## src/rtl/ethernet_pkg.sv

```systemverilog
// Shared types and constants for the ethernet rx path.
// Latency: n/a (types, constants and a pure function only).
// Backpressure: n/a.
package ethernet_pkg;

   typedef enum logic [1:0] {
      HDR     = 2'd0,
      BODY    = 2'd1,
      DISCARD = 2'd2
   } rx_filter_state_e;

   localparam int          eth_hdr_bytes_gp  = 14;
   localparam int          eth_dest_bytes_gp = 6;
   localparam logic [47:0] eth_bcast_mac_gp  = 48'hFFFF_FFFF_FFFF;

   // Number of valid byte lanes in a tkeep of up to 8 lanes.
   function automatic int unsigned popcount8(input logic [7:0] v);
      int unsigned n;
      n = 0;
      for (int i = 0; i < 8; i++) begin
         n = n + int'(v[i]);
      end
      return n;
   endfunction

endpackage

```

## src/rtl/ethernet_rx_dest_match.sv

```systemverilog
// Compares the destination-MAC bytes carried by one beat against the station and broadcast address.
// Latency: combinational, 0 cycles.
// Backpressure: none; the caller decides when the result is consumed.
//
// Ports:
//   beat_i      beat index within the frame (0 = first beat)
//   tdata_i     beat data, byte 0 in [7:0]
//   tkeep_i     byte-lane enables of the beat
//   mac_addr_i  station MAC, [7:0] = first byte on the wire
//   ucast_o     1 if every destination byte in this beat equals the station MAC
//   bcast_o     1 if every destination byte in this beat is 8'hFF
// Beats that carry no destination bytes report a match on both outputs, so the
// caller can simply AND the per-beat results over the whole frame.
module ethernet_rx_dest_match
   import ethernet_pkg::*;
#(
   parameter int data_width_p = 32,
   parameter int beat_width_p = 9
) (
   input  logic [beat_width_p-1:0]   beat_i,
   input  logic [data_width_p-1:0]   tdata_i,
   input  logic [data_width_p/8-1:0] tkeep_i,
   input  logic [47:0]               mac_addr_i,
   output logic                      ucast_o,
   output logic                      bcast_o
);

   localparam int bytes_lp = data_width_p / 8;

   always_comb begin
      ucast_o = 1'b1;
      bcast_o = 1'b1;
      for (int k = 0; k < eth_dest_bytes_gp; k++) begin
         // Destination byte k lives in beat k/bytes_lp, lane k%bytes_lp.
         // A missing lane cannot match; such a frame is a runt anyway.
         if (int'(beat_i) == k / bytes_lp) begin
            ucast_o = ucast_o & tkeep_i[k % bytes_lp]
                    & (tdata_i[(k % bytes_lp)*8 +: 8] == mac_addr_i[k*8 +: 8]);
            bcast_o = bcast_o & tkeep_i[k % bytes_lp]
                    & (tdata_i[(k % bytes_lp)*8 +: 8] == eth_bcast_mac_gp[k*8 +: 8]);
         end
      end
   end

endmodule

```

## src/rtl/ethernet_sat_counter.sv

```systemverilog
// Saturating event counter used for the rx filter statistics (built only with ETH_RX_FILTER_STATS_EN).
// Latency: count_o reflects an increment one cycle after inc_i.
// Backpressure: none; holds at all-ones once saturated.
//
// Ports:
//   clk_i, reset_i  clock, asynchronous active-high reset (clears to 0)
//   inc_i           count one event this cycle
//   count_o         current count
`ifdef ETH_RX_FILTER_STATS_EN
module ethernet_sat_counter #(
   parameter int width_p = 16
) (
   input  logic               clk_i,
   input  logic               reset_i,
   input  logic               inc_i,
   output logic [width_p-1:0] count_o
);

   logic [width_p-1:0] count_q;

   always_ff @(posedge clk_i or posedge reset_i) begin
      if (reset_i) begin
         count_q <= '0;
      end else if (inc_i && (count_q != '1)) begin
         count_q <= count_q + 1'b1;
      end
   end

   assign count_o = count_q;

endmodule
`endif

```

## src/rtl/ethernet_rx_filter.sv

```systemverilog
// AXIS frame filter in front of ethernet_receiver: dest-MAC/runt/oversize checks, bad frames flagged by tuser on tlast.
// Latency: 1 cycle (single registered output stage), full throughput.
// Backpressure: s_axis_tready_o = ~m_axis_tvalid_o | m_axis_tready_i; output holds while stalled.
//
// Ports:
//   clk_i, reset_i          clock, asynchronous active-high reset
//   mac_addr_i, promisc_i   station MAC ([7:0] first on wire), skip destination check
//   s_axis_*_i / _o         MAC-side stream (tuser on tlast = MAC-reported bad frame)
//   m_axis_*_o / _i         stream to ethernet_receiver
//   accept_count_o, drop_count_o  saturating frame counters, present only when
//                                 ETH_RX_FILTER_STATS_EN is defined
// Oversize frames are cut so at most eth_mtu_p/(data_width_p/8) beats reach the receiver.
module ethernet_rx_filter
   import ethernet_pkg::*;
#(
   parameter int data_width_p = 32,
   parameter int eth_mtu_p    = 2048,
   parameter int stat_width_p = 16
) (
   input  logic                      clk_i,
   input  logic                      reset_i,
   input  logic [47:0]               mac_addr_i,
   input  logic                      promisc_i,
   input  logic [data_width_p-1:0]   s_axis_tdata_i,
   input  logic [data_width_p/8-1:0] s_axis_tkeep_i,
   input  logic                      s_axis_tvalid_i,
   output logic                      s_axis_tready_o,
   input  logic                      s_axis_tlast_i,
   input  logic                      s_axis_tuser_i,
   output logic [data_width_p-1:0]   m_axis_tdata_o,
   output logic [data_width_p/8-1:0] m_axis_tkeep_o,
   output logic                      m_axis_tvalid_o,
   input  logic                      m_axis_tready_i,
   output logic                      m_axis_tlast_o,
   output logic                      m_axis_tuser_o
`ifdef ETH_RX_FILTER_STATS_EN
   ,
   output logic [stat_width_p-1:0]   accept_count_o,
   output logic [stat_width_p-1:0]   drop_count_o
`endif
);

   localparam int bytes_lp     = data_width_p / 8;
   localparam int n_beats_lp   = eth_mtu_p / bytes_lp;
   localparam int bw_lp        = $clog2(n_beats_lp);
   localparam int lw_lp        = $clog2(eth_mtu_p + 1) + 1;
   localparam int hdr_beats_lp = (eth_dest_bytes_gp + bytes_lp - 1) / bytes_lp;

   if (!((data_width_p == 32) || (data_width_p == 64)) || (stat_width_p < 1)
       || ((eth_mtu_p % bytes_lp) != 0)) begin : g_bad_cfg
      $error("ethernet_rx_filter: unsupported parameter combination");
   end

   rx_filter_state_e state_q, state_d;
   logic [bw_lp-1:0] beat_q, beat_d;
   logic             match_ucast_q, match_ucast_d;
   logic             match_bcast_q, match_bcast_d;

   logic [data_width_p-1:0]   m_data_q;
   logic [data_width_p/8-1:0] m_keep_q;
   logic                      m_valid_q, m_last_q, m_user_q;

   logic             s_rdy, acc, fwd, out_user;
   logic             lane_ucast, lane_bcast, ucast_now, bcast_now, last_bad;
   logic [lw_lp-1:0] frame_bytes;

   ethernet_rx_dest_match #(
      .data_width_p (data_width_p),
      .beat_width_p (bw_lp)
   ) u_dest_match (
      .beat_i     (beat_q),
      .tdata_i    (s_axis_tdata_i),
      .tkeep_i    (s_axis_tkeep_i),
      .mac_addr_i (mac_addr_i),
      .ucast_o    (lane_ucast),
      .bcast_o    (lane_bcast)
   );

   assign s_rdy       = ~m_valid_q | m_axis_tready_i;
   assign acc         = s_axis_tvalid_i & s_rdy;
   // Past the header beats the lane matcher returns 1, so these stay frozen in BODY.
   assign ucast_now   = match_ucast_q & lane_ucast;
   assign bcast_now   = match_bcast_q & lane_bcast;
   assign frame_bytes = lw_lp'(beat_q) * lw_lp'(bytes_lp)
                      + lw_lp'(popcount8(8'(s_axis_tkeep_i)));
   assign last_bad    = s_axis_tuser_i
                      | (frame_bytes < lw_lp'(eth_hdr_bytes_gp))
                      | ~(promisc_i | ucast_now | bcast_now);

   always_comb begin
      state_d       = state_q;
      beat_d        = beat_q;
      match_ucast_d = match_ucast_q;
      match_bcast_d = match_bcast_q;
      fwd           = 1'b0;
      out_user      = 1'b0;
      if (acc) begin
         if (s_axis_tlast_i) begin
            // End of frame in any state: forward it and rearm for the next frame.
            fwd           = 1'b1;
            out_user      = (state_q == DISCARD) | last_bad;
            state_d       = HDR;
            beat_d        = '0;
            match_ucast_d = 1'b1;
            match_bcast_d = 1'b1;
         end else if ((state_q == DISCARD)
                      || ((state_q == BODY) && (beat_q == bw_lp'(n_beats_lp - 1)))) begin
            // Keep the last output slot free for the tlast beat that carries the verdict.
            state_d = DISCARD;
         end else begin
            fwd           = 1'b1;
            beat_d        = beat_q + 1'b1;
            match_ucast_d = ucast_now;
            match_bcast_d = bcast_now;
            if ((state_q == HDR) && (beat_q == bw_lp'(hdr_beats_lp - 1))) begin
               state_d = BODY;
            end
         end
      end
   end

   always_ff @(posedge clk_i or posedge reset_i) begin
      if (reset_i) begin
         state_q       <= HDR;
         beat_q        <= '0;
         match_ucast_q <= 1'b1;
         match_bcast_q <= 1'b1;
         m_valid_q     <= 1'b0;
         m_data_q      <= '0;
         m_keep_q      <= '0;
         m_last_q      <= 1'b0;
         m_user_q      <= 1'b0;
      end else begin
         state_q       <= state_d;
         beat_q        <= beat_d;
         match_ucast_q <= match_ucast_d;
         match_bcast_q <= match_bcast_d;
         if (s_rdy) begin
            m_valid_q <= fwd;
            if (fwd) begin
               m_data_q <= s_axis_tdata_i;
               m_keep_q <= s_axis_tkeep_i;
               m_last_q <= s_axis_tlast_i;
               m_user_q <= out_user;
            end
         end
      end
   end

   assign s_axis_tready_o = s_rdy;
   assign m_axis_tdata_o  = m_data_q;
   assign m_axis_tkeep_o  = m_keep_q;
   assign m_axis_tvalid_o = m_valid_q;
   assign m_axis_tlast_o  = m_last_q;
   assign m_axis_tuser_o  = m_user_q;

`ifdef ETH_RX_FILTER_STATS_EN
   logic ld_last;
   assign ld_last = s_rdy & fwd & s_axis_tlast_i;

   ethernet_sat_counter #(.width_p(stat_width_p)) u_accept_cnt (
      .clk_i   (clk_i),
      .reset_i (reset_i),
      .inc_i   (ld_last & ~out_user),
      .count_o (accept_count_o)
   );

   ethernet_sat_counter #(.width_p(stat_width_p)) u_drop_cnt (
      .clk_i   (clk_i),
      .reset_i (reset_i),
      .inc_i   (ld_last & out_user),
      .count_o (drop_count_o)
   );
`endif

endmodule

```

## config.mk

```make
export PLATFORM = sky130hd
export DESIGN_NAME = ethernet_rx_filter
export DESIGN_NICKNAME = d
export VERILOG_FILES = /design/src/rtl/ethernet_pkg.sv /design/src/rtl/ethernet_rx_dest_match.sv /design/src/rtl/ethernet_sat_counter.sv /design/src/rtl/ethernet_rx_filter.sv
export SDC_FILE = /design/constraint.sdc
export NUM_CORES = 1
export LEC_CHECK = 0
export BUFFER_PORTS_ARGS = -buffer_cell sky130_fd_sc_hd__buf_2
export CORE_UTILIZATION = 45
export CTS_BUF_LIST = sky130_fd_sc_hd__clkbuf_16
export DETAILED_ROUTE_END_ITERATION = 6
export GPL_ROUTABILITY_DRIVEN = 0
export PLACE_DENSITY = 0.76
export SKIP_LAST_GASP = 1
export SLEW_MARGIN = 20
export SYNTH_ARGS = -nofsm -noshare
export SYNTH_HDL_FRONTEND = slang
export SYNTH_SLANG_ARGS = --single-unit
```

## constraint.sdc

```tcl
create_clock -name clk_i -period 2.65 [get_ports clk_i]
set_input_delay 0.1325 -clock clk_i [delete_from_list [all_inputs] [get_ports clk_i]]
set_output_delay 0.1325 -clock clk_i [all_outputs]
set_load 0.01 [all_outputs]
```

Word-level counts from Yosys, hierarchy flattened --
Index checks and enable logic that the tools add are counted.
Word-level totals: register bits 52, input port bits 91, logic and storage cells 99
Operators by class: $add $sub $neg 5, magnitude comparators 1, equality and inequality tests 16, muxes and demuxes 26, bitwise gates (word level) 33, reduce and logical (&&, ||, !) cells 9
Operator list (number):
- $eq 8x8->1 | 6
- $eq 8x8->1 const B | 4
- $and 1x1->1 | 25
- $mux 1 | 21
- $mux 9 | 2
- $add 11x4->12 | 1
- $lt 12x4->1 const B | 1
- $add 9x1->9 const B | 1
- $eq 9x1->1 const B | 1
- $eq 9x2->1 const B | 1
- $eq 9x9->1 const B | 1
- $logic_not 9->1 | 1
- $mux 2 | 3
- $or 1x1->1 | 6
- $reduce_and 2->1 | 3
- $add 3x1->4 | 1
- $add 2x1->3 | 1
- $reduce_bool 3->1 | 1
- $add 1x1->2 | 1
- $eq 2x1->1 const B | 1
- $eq 2x2->1 const B | 1
- $logic_and 1x1->1 | 2
- $logic_not 2->1 | 1
- $ne 2x2->1 const B | 1
- 2 further kinds | 3

Longest topological paths before layout --
depth after elaboration 26, depth in mapped cells 12

Hierarchy --
From an unflattened synthesis, not the netlist that was laid out.
Unflattened totals: cell total of the unflattened synthesis 357, area total of the unflattened synthesis 3178.0 um2
Modules (own cells, without submodules):
- ethernet_rx_filter | instances 1, cells each 271, area each 2529.9 um2, seq. area each 1303.8 um2
- ethernet_rx_dest_match | instances 1, cells each 86, area each 648.1 um2, seq. area each 0.0 um2

Worst setup path after synthesis --
No wires, ideal clock.
kind reg2reg, start point register beat_q[5], end point register beat_q[7], setup time 137 ps, data arrival time 2127 ps, data required time 2513 ps, path slack 386 ps, cell stages (with the launch flop) 12, buffers on the path 2, cell sequence dfrtp_1 -> buf_6 -> and4_2 -> and4_1 -> ha_1 -> nand3b_1 -> o21ai_0 -> a21o_1 -> buf_2 -> nor4_1 -> xnor2_1 -> nor2_1
On the way: cells in the longest elaborated chain, start to end 5, elaborated cells on any way between the ends 8, those cells by class 1 x add/sub; 2 x eq/ne; 2 x mux; 3 x reduce/logical
RTL lines:
- start: declaration | RTL line ethernet_rx_filter.sv:55 | logic [bw_lp-1:0] beat_q, beat_d;
- start signal: assignment | RTL line ethernet_rx_filter.sv:135 | beat_q <= beat_d;
- parallel branches: the longest is 5 deep, another holds $add 9x1->9
Parallel ways; which one is timed is not known. The select of a mux whose other input is x is not followed. A chain may end at the register's enable or synchronous reset.

Final worst setup path --
start point register beat_q[5], end point register match_ucast_q
On the way: cells in the longest elaborated chain, start to end 20, elaborated cells on any way between the ends 26, those cells by class 3 x eq/ne; 8 x mux; 11 x bitwise; 4 x reduce/logical
RTL lines:
- $logic_not 9->1 | RTL line ethernet_rx_dest_match.sv:36 | if (int'(beat_i) == k / bytes_lp) begin
- $mux 1 | RTL line ethernet_rx_dest_match.sv:36
- $and 1x1->1 | RTL line ethernet_rx_dest_match.sv:37 | ucast_o = ucast_o & tkeep_i[k % bytes_lp]
- $and 1x1->1 | RTL line ethernet_rx_dest_match.sv:38 | & (tdata_i[(k % bytes_lp)*8 +: 8] == mac_addr_i[k*8 +: 8]);
- $mux 1 | RTL line ethernet_rx_dest_match.sv:36
- $and 1x1->1 | RTL line ethernet_rx_dest_match.sv:37
- $and 1x1->1 | RTL line ethernet_rx_dest_match.sv:38
- $mux 1 | RTL line ethernet_rx_dest_match.sv:36
- (+4 left out)
- $and 1x1->1 | RTL line ethernet_rx_dest_match.sv:38
- $mux 1 | RTL line ethernet_rx_dest_match.sv:36
- $and 1x1->1 | RTL line ethernet_rx_dest_match.sv:37
- $and 1x1->1 | RTL line ethernet_rx_dest_match.sv:38
- $mux 1 | RTL line ethernet_rx_dest_match.sv:36
- $and 1x1->1 | RTL line ethernet_rx_filter.sv:82 | assign ucast_now = match_ucast_q & lane_ucast;
- $mux 1 | RTL line ethernet_rx_filter.sv:106 | end else if ((state_q == DISCARD)
- $mux 1 | RTL line ethernet_rx_filter.sv:98 | if (s_axis_tlast_i) begin
- end signal: assignment | RTL line ethernet_rx_filter.sv:136 | match_ucast_q <= match_ucast_d;
- end: declaration | RTL line ethernet_rx_filter.sv:56 | logic match_ucast_q, match_ucast_d;
Several ways; a longest one is shown, not always the timed one. The select of a mux whose other input is x is not followed.

==> flow_summary.ini <==
[status]
outcome = complete, but fails checks
violations = DRC

[logic_synthesis]
yosysSeqAreaShare_pct = 42.7
yosys_warnings = 0
syn_inst = 350
syn_area_per_cell_um2 = 8.72
synthArstFlopShare_pct = 100
synth_edf_count = 0
syn_nets = 447
synth.distinct_cells = 46
syn-cell-area_um2 = 3050
ys_ff_latch = 52
synth_ff_type = dfrtp_1

[setup_path]
worstSetupPathType = reg2reg
crit_chain = and4_2 > and4_1 > ha_1 > nand3b_1 > o21ai_0 > buf_4 > a21oi_4 > buf_4 > nor2_1 > a21oi_1
r2r_end = match_ucast_q
path_max_fanout = 27
cpPeakStageDelay_ns = 0.48
endpoint_kind = register
timing.critical_path.mode_cell = buf_4
crit_buf_inv = 2
worst_setup_path_start_kind = register
cp_top_family = simple AND/OR/NAND/NOR gates
crit_arrival_ns = 2.54
cp_slowest_cell = dfrtp_1
cp.required_ns = 2.86
worstRegToRegCells = 10
cp_num_cells = 10
regToRegSetupSlack_ns = 0.32
r2r-start = beat_q[5]
startpoint = beat_q[5]

[sta]
maxSlewHeadroom_pct = 65.8
setup_viol = 0
period_minus_slack_ns = 2.33
rsz0062_at_grt = no
final_hold_viol_count = 0
min_period_over_period_pct = 88.0
clock.fmax_ghz = 0.429
worst_pin_slew_ns = 0.501
report.final.slew_viol_count = 0
fin_skew_ns = 0.00793
fin_tns_setup_ns = 0

[clock_network]
cts_buffers = 5
cts_tree = built
cts-resized-gates = 0
cts_root_buf = clkbuf_16
clk_pin_slew_ns = 0.07
h-tree-depth = 2
cts_sinks = 52
clk_latency_ns = 0.29
clock_path_buffers = 2

[run]
cap_violations = 0

[power_and_ir_drop]
p_leak_uw = 0.00209
swShare_pct = 31.8
ir_drop_v = 0.000272
combPwrFrac_pct = 26.2
seq_power_share_pct = 44.7
p_switching_uw = 703
p_per_area_nw_per_um2 = 556
clockPowerShare_pct = 29.1
cell_internal_pwr_uw = 1510

[floorplanning]
rows = 29
core_region_area_um2 = 6460
initial_core_util_pct = 47.3
die_x_um = 84.4
die-height_um = 84.4
io_pins = 131
dieArea_um2 = 7120

[detailed_routing]
vias = 2968
wl_mm = 8.74
drt-initial-drc-count = 185
wire_per_inst_um = 15.5
firstDrtPassIters = 7
postRouteAntennaNets = 0
drc = 2
via_per_inst = 5.26

[finish]
most-common-layout-cells = buf_2, nand2_1, dfrtp_1
num-fill-cells = 579
final_cells = 564
diodes = 0
final_nets = 583
syn_to_final_growth_pct = 30.2
final_common_cell = buf_2
drive_above_1_share_pct = 32.9

[hold_path]
hp-class = in2reg
hold_depth = 3
min-delay-start = s_axis_tdata_i[24]
hold_end = m_axis_tdata_o[24]

[global_route]
grt_usage_pct = 25.8
grt_pass1_vias = 2893
grt_pass1_wl_mm = 14.3
grt_max_degree = 28
gr-total-overflow = 0
grt_antenna_before_repair = 0

[placed_design]
dp_cells = 555
port_buffers = 130
dp.final_hpwl_mm = 6.96
==> sequential cells by signal, summed over array words and instances (netlist names) <==
| signal | flops |
|---|---|
| beat_q | 9 |
| m_axis_tuser_o | 1 |
| m_axis_tdata_o | 32 |
| m_axis_tlast_o | 1 |
| m_axis_tvalid_o | 1 |
| m_axis_tkeep_o | 4 |
| state_q | 2 |
| match_ucast_q | 1 |
| match_bcast_q | 1 |
==> power by group through the flow <==
stage	registers, uW	logic [uW]	clock network (uW)
floorplan	1020	279	0
CTS	985	582	658
detailed placement	995	580	0
global route	1000	638	696
finish	987	579	642
global placement	998	567	0
==> per-layer routing <==
layer | share of wire [%] | vias to the layer above | track usage (%)
met3 | 7.6 | 8 | 5.80
met5 | 0 | - | 0
met4 | 1.0 | 0 | 6.47
li1 | - | 1443 | -
met2 | 50 | 131 | 44.9
met1 | 42 | 1386 | 32.8
==> stage by stage <==
| step | setup slack [ns] | utilization [%] | area, um^2 | total power [uW] | hold WS (ns) |
|---|---|---|---|---|---|
| after floorplan | 0.386 | - | 3050 | 1300 | 0.238 |
| after global placement | 0.399 | 59.1 | 3820 | 1570 | 0.0453 |
| after detailed placement | 0.302 | 59.1 | 3820 | 1580 | 0.0540 |
| after CTS | 0.328 | 61.5 | 3970 | 2230 | 0.0730 |
| after global routing | 0.159 | 61.5 | 3970 | 2330 | 0.0869 |
| final | 0.318 | 61.5 | 3970 | 2210 | 0.0798 |
==> timing repair <==
item	in CTS	in global routing
endpoints found under the setup margin	0	0
hold buffers	1	0
endpoints found under the hold margin	7	0
setup buffers	0	0
==> worst max-delay path by stage <==
stage                     endpoint  slack (ns)
finish               match_ucast_q        0.32
global route         match_ucast_q        0.16
detailed placement  m_axis_tuser_o        0.30
floorplan                beat_q[7]        0.39
CTS                  match_ucast_q        0.33
global placement    m_axis_tuser_o        0.40
==> tightest hold or removal path, cell delays in order <==
cell,delay [ns]
buf_2,0.11
nand2_1,0.05
nand2_1,0.05
==> layout make-up <==
type	instances	area, um^2	share of cell area (%)
multi-input combinational	280	1670	42.0
tap	77	96.3	2.42
timing repair buffer	141	736	18.5
sequential	52	1300	32.8
clock inverter	3	22.5	0.567
clock buffer	5	125	3.15
inverter	6	22.5	0.567
==> cell usage after synthesis, types with 2 or more instances <==
cell type / number / share of area [%]
ha_1: 5 / 2.0
o21ai_0: 7 / 1.1
nand3_1: 5 / 0.82
a2111oi_0: 2 / 0.57
a21oi_1: 5 / 0.82
buf_6: 2 / 0.74
buf_2: 5 / 0.82
nand2_1: 121 / 15
or3_1: 2 / 0.41
dfrtp_1: 50 / 41
inv_1: 6 / 0.74
nor2_1: 15 / 1.8
nand3b_1: 2 / 0.49
xor2_1: 49 / 14
xnor2_1: 9 / 2.6
nor3_1: 7 / 1.1
and2_1: 2 / 0.41
nand4_1: 15 / 3.1
nor4_1: 10 / 2.0
dfstp_2: 2 / 1.7
clkbuf_1: 4 / 0.49
==> kinds of logic after synthesis <==
family / count (synthesis) / share of synthesized area, %
flops: 52 / 42.7
compound gates: 25 / 5.70
fa+ha+maj: 6 / 2.70
xor+xnor: 58 / 16.6
mux: 2 / 0.697
simple gates: 189 / 28.5
buf+inv: 18 / 3.03
Note: power is estimated with default switching activity, not from simulation.
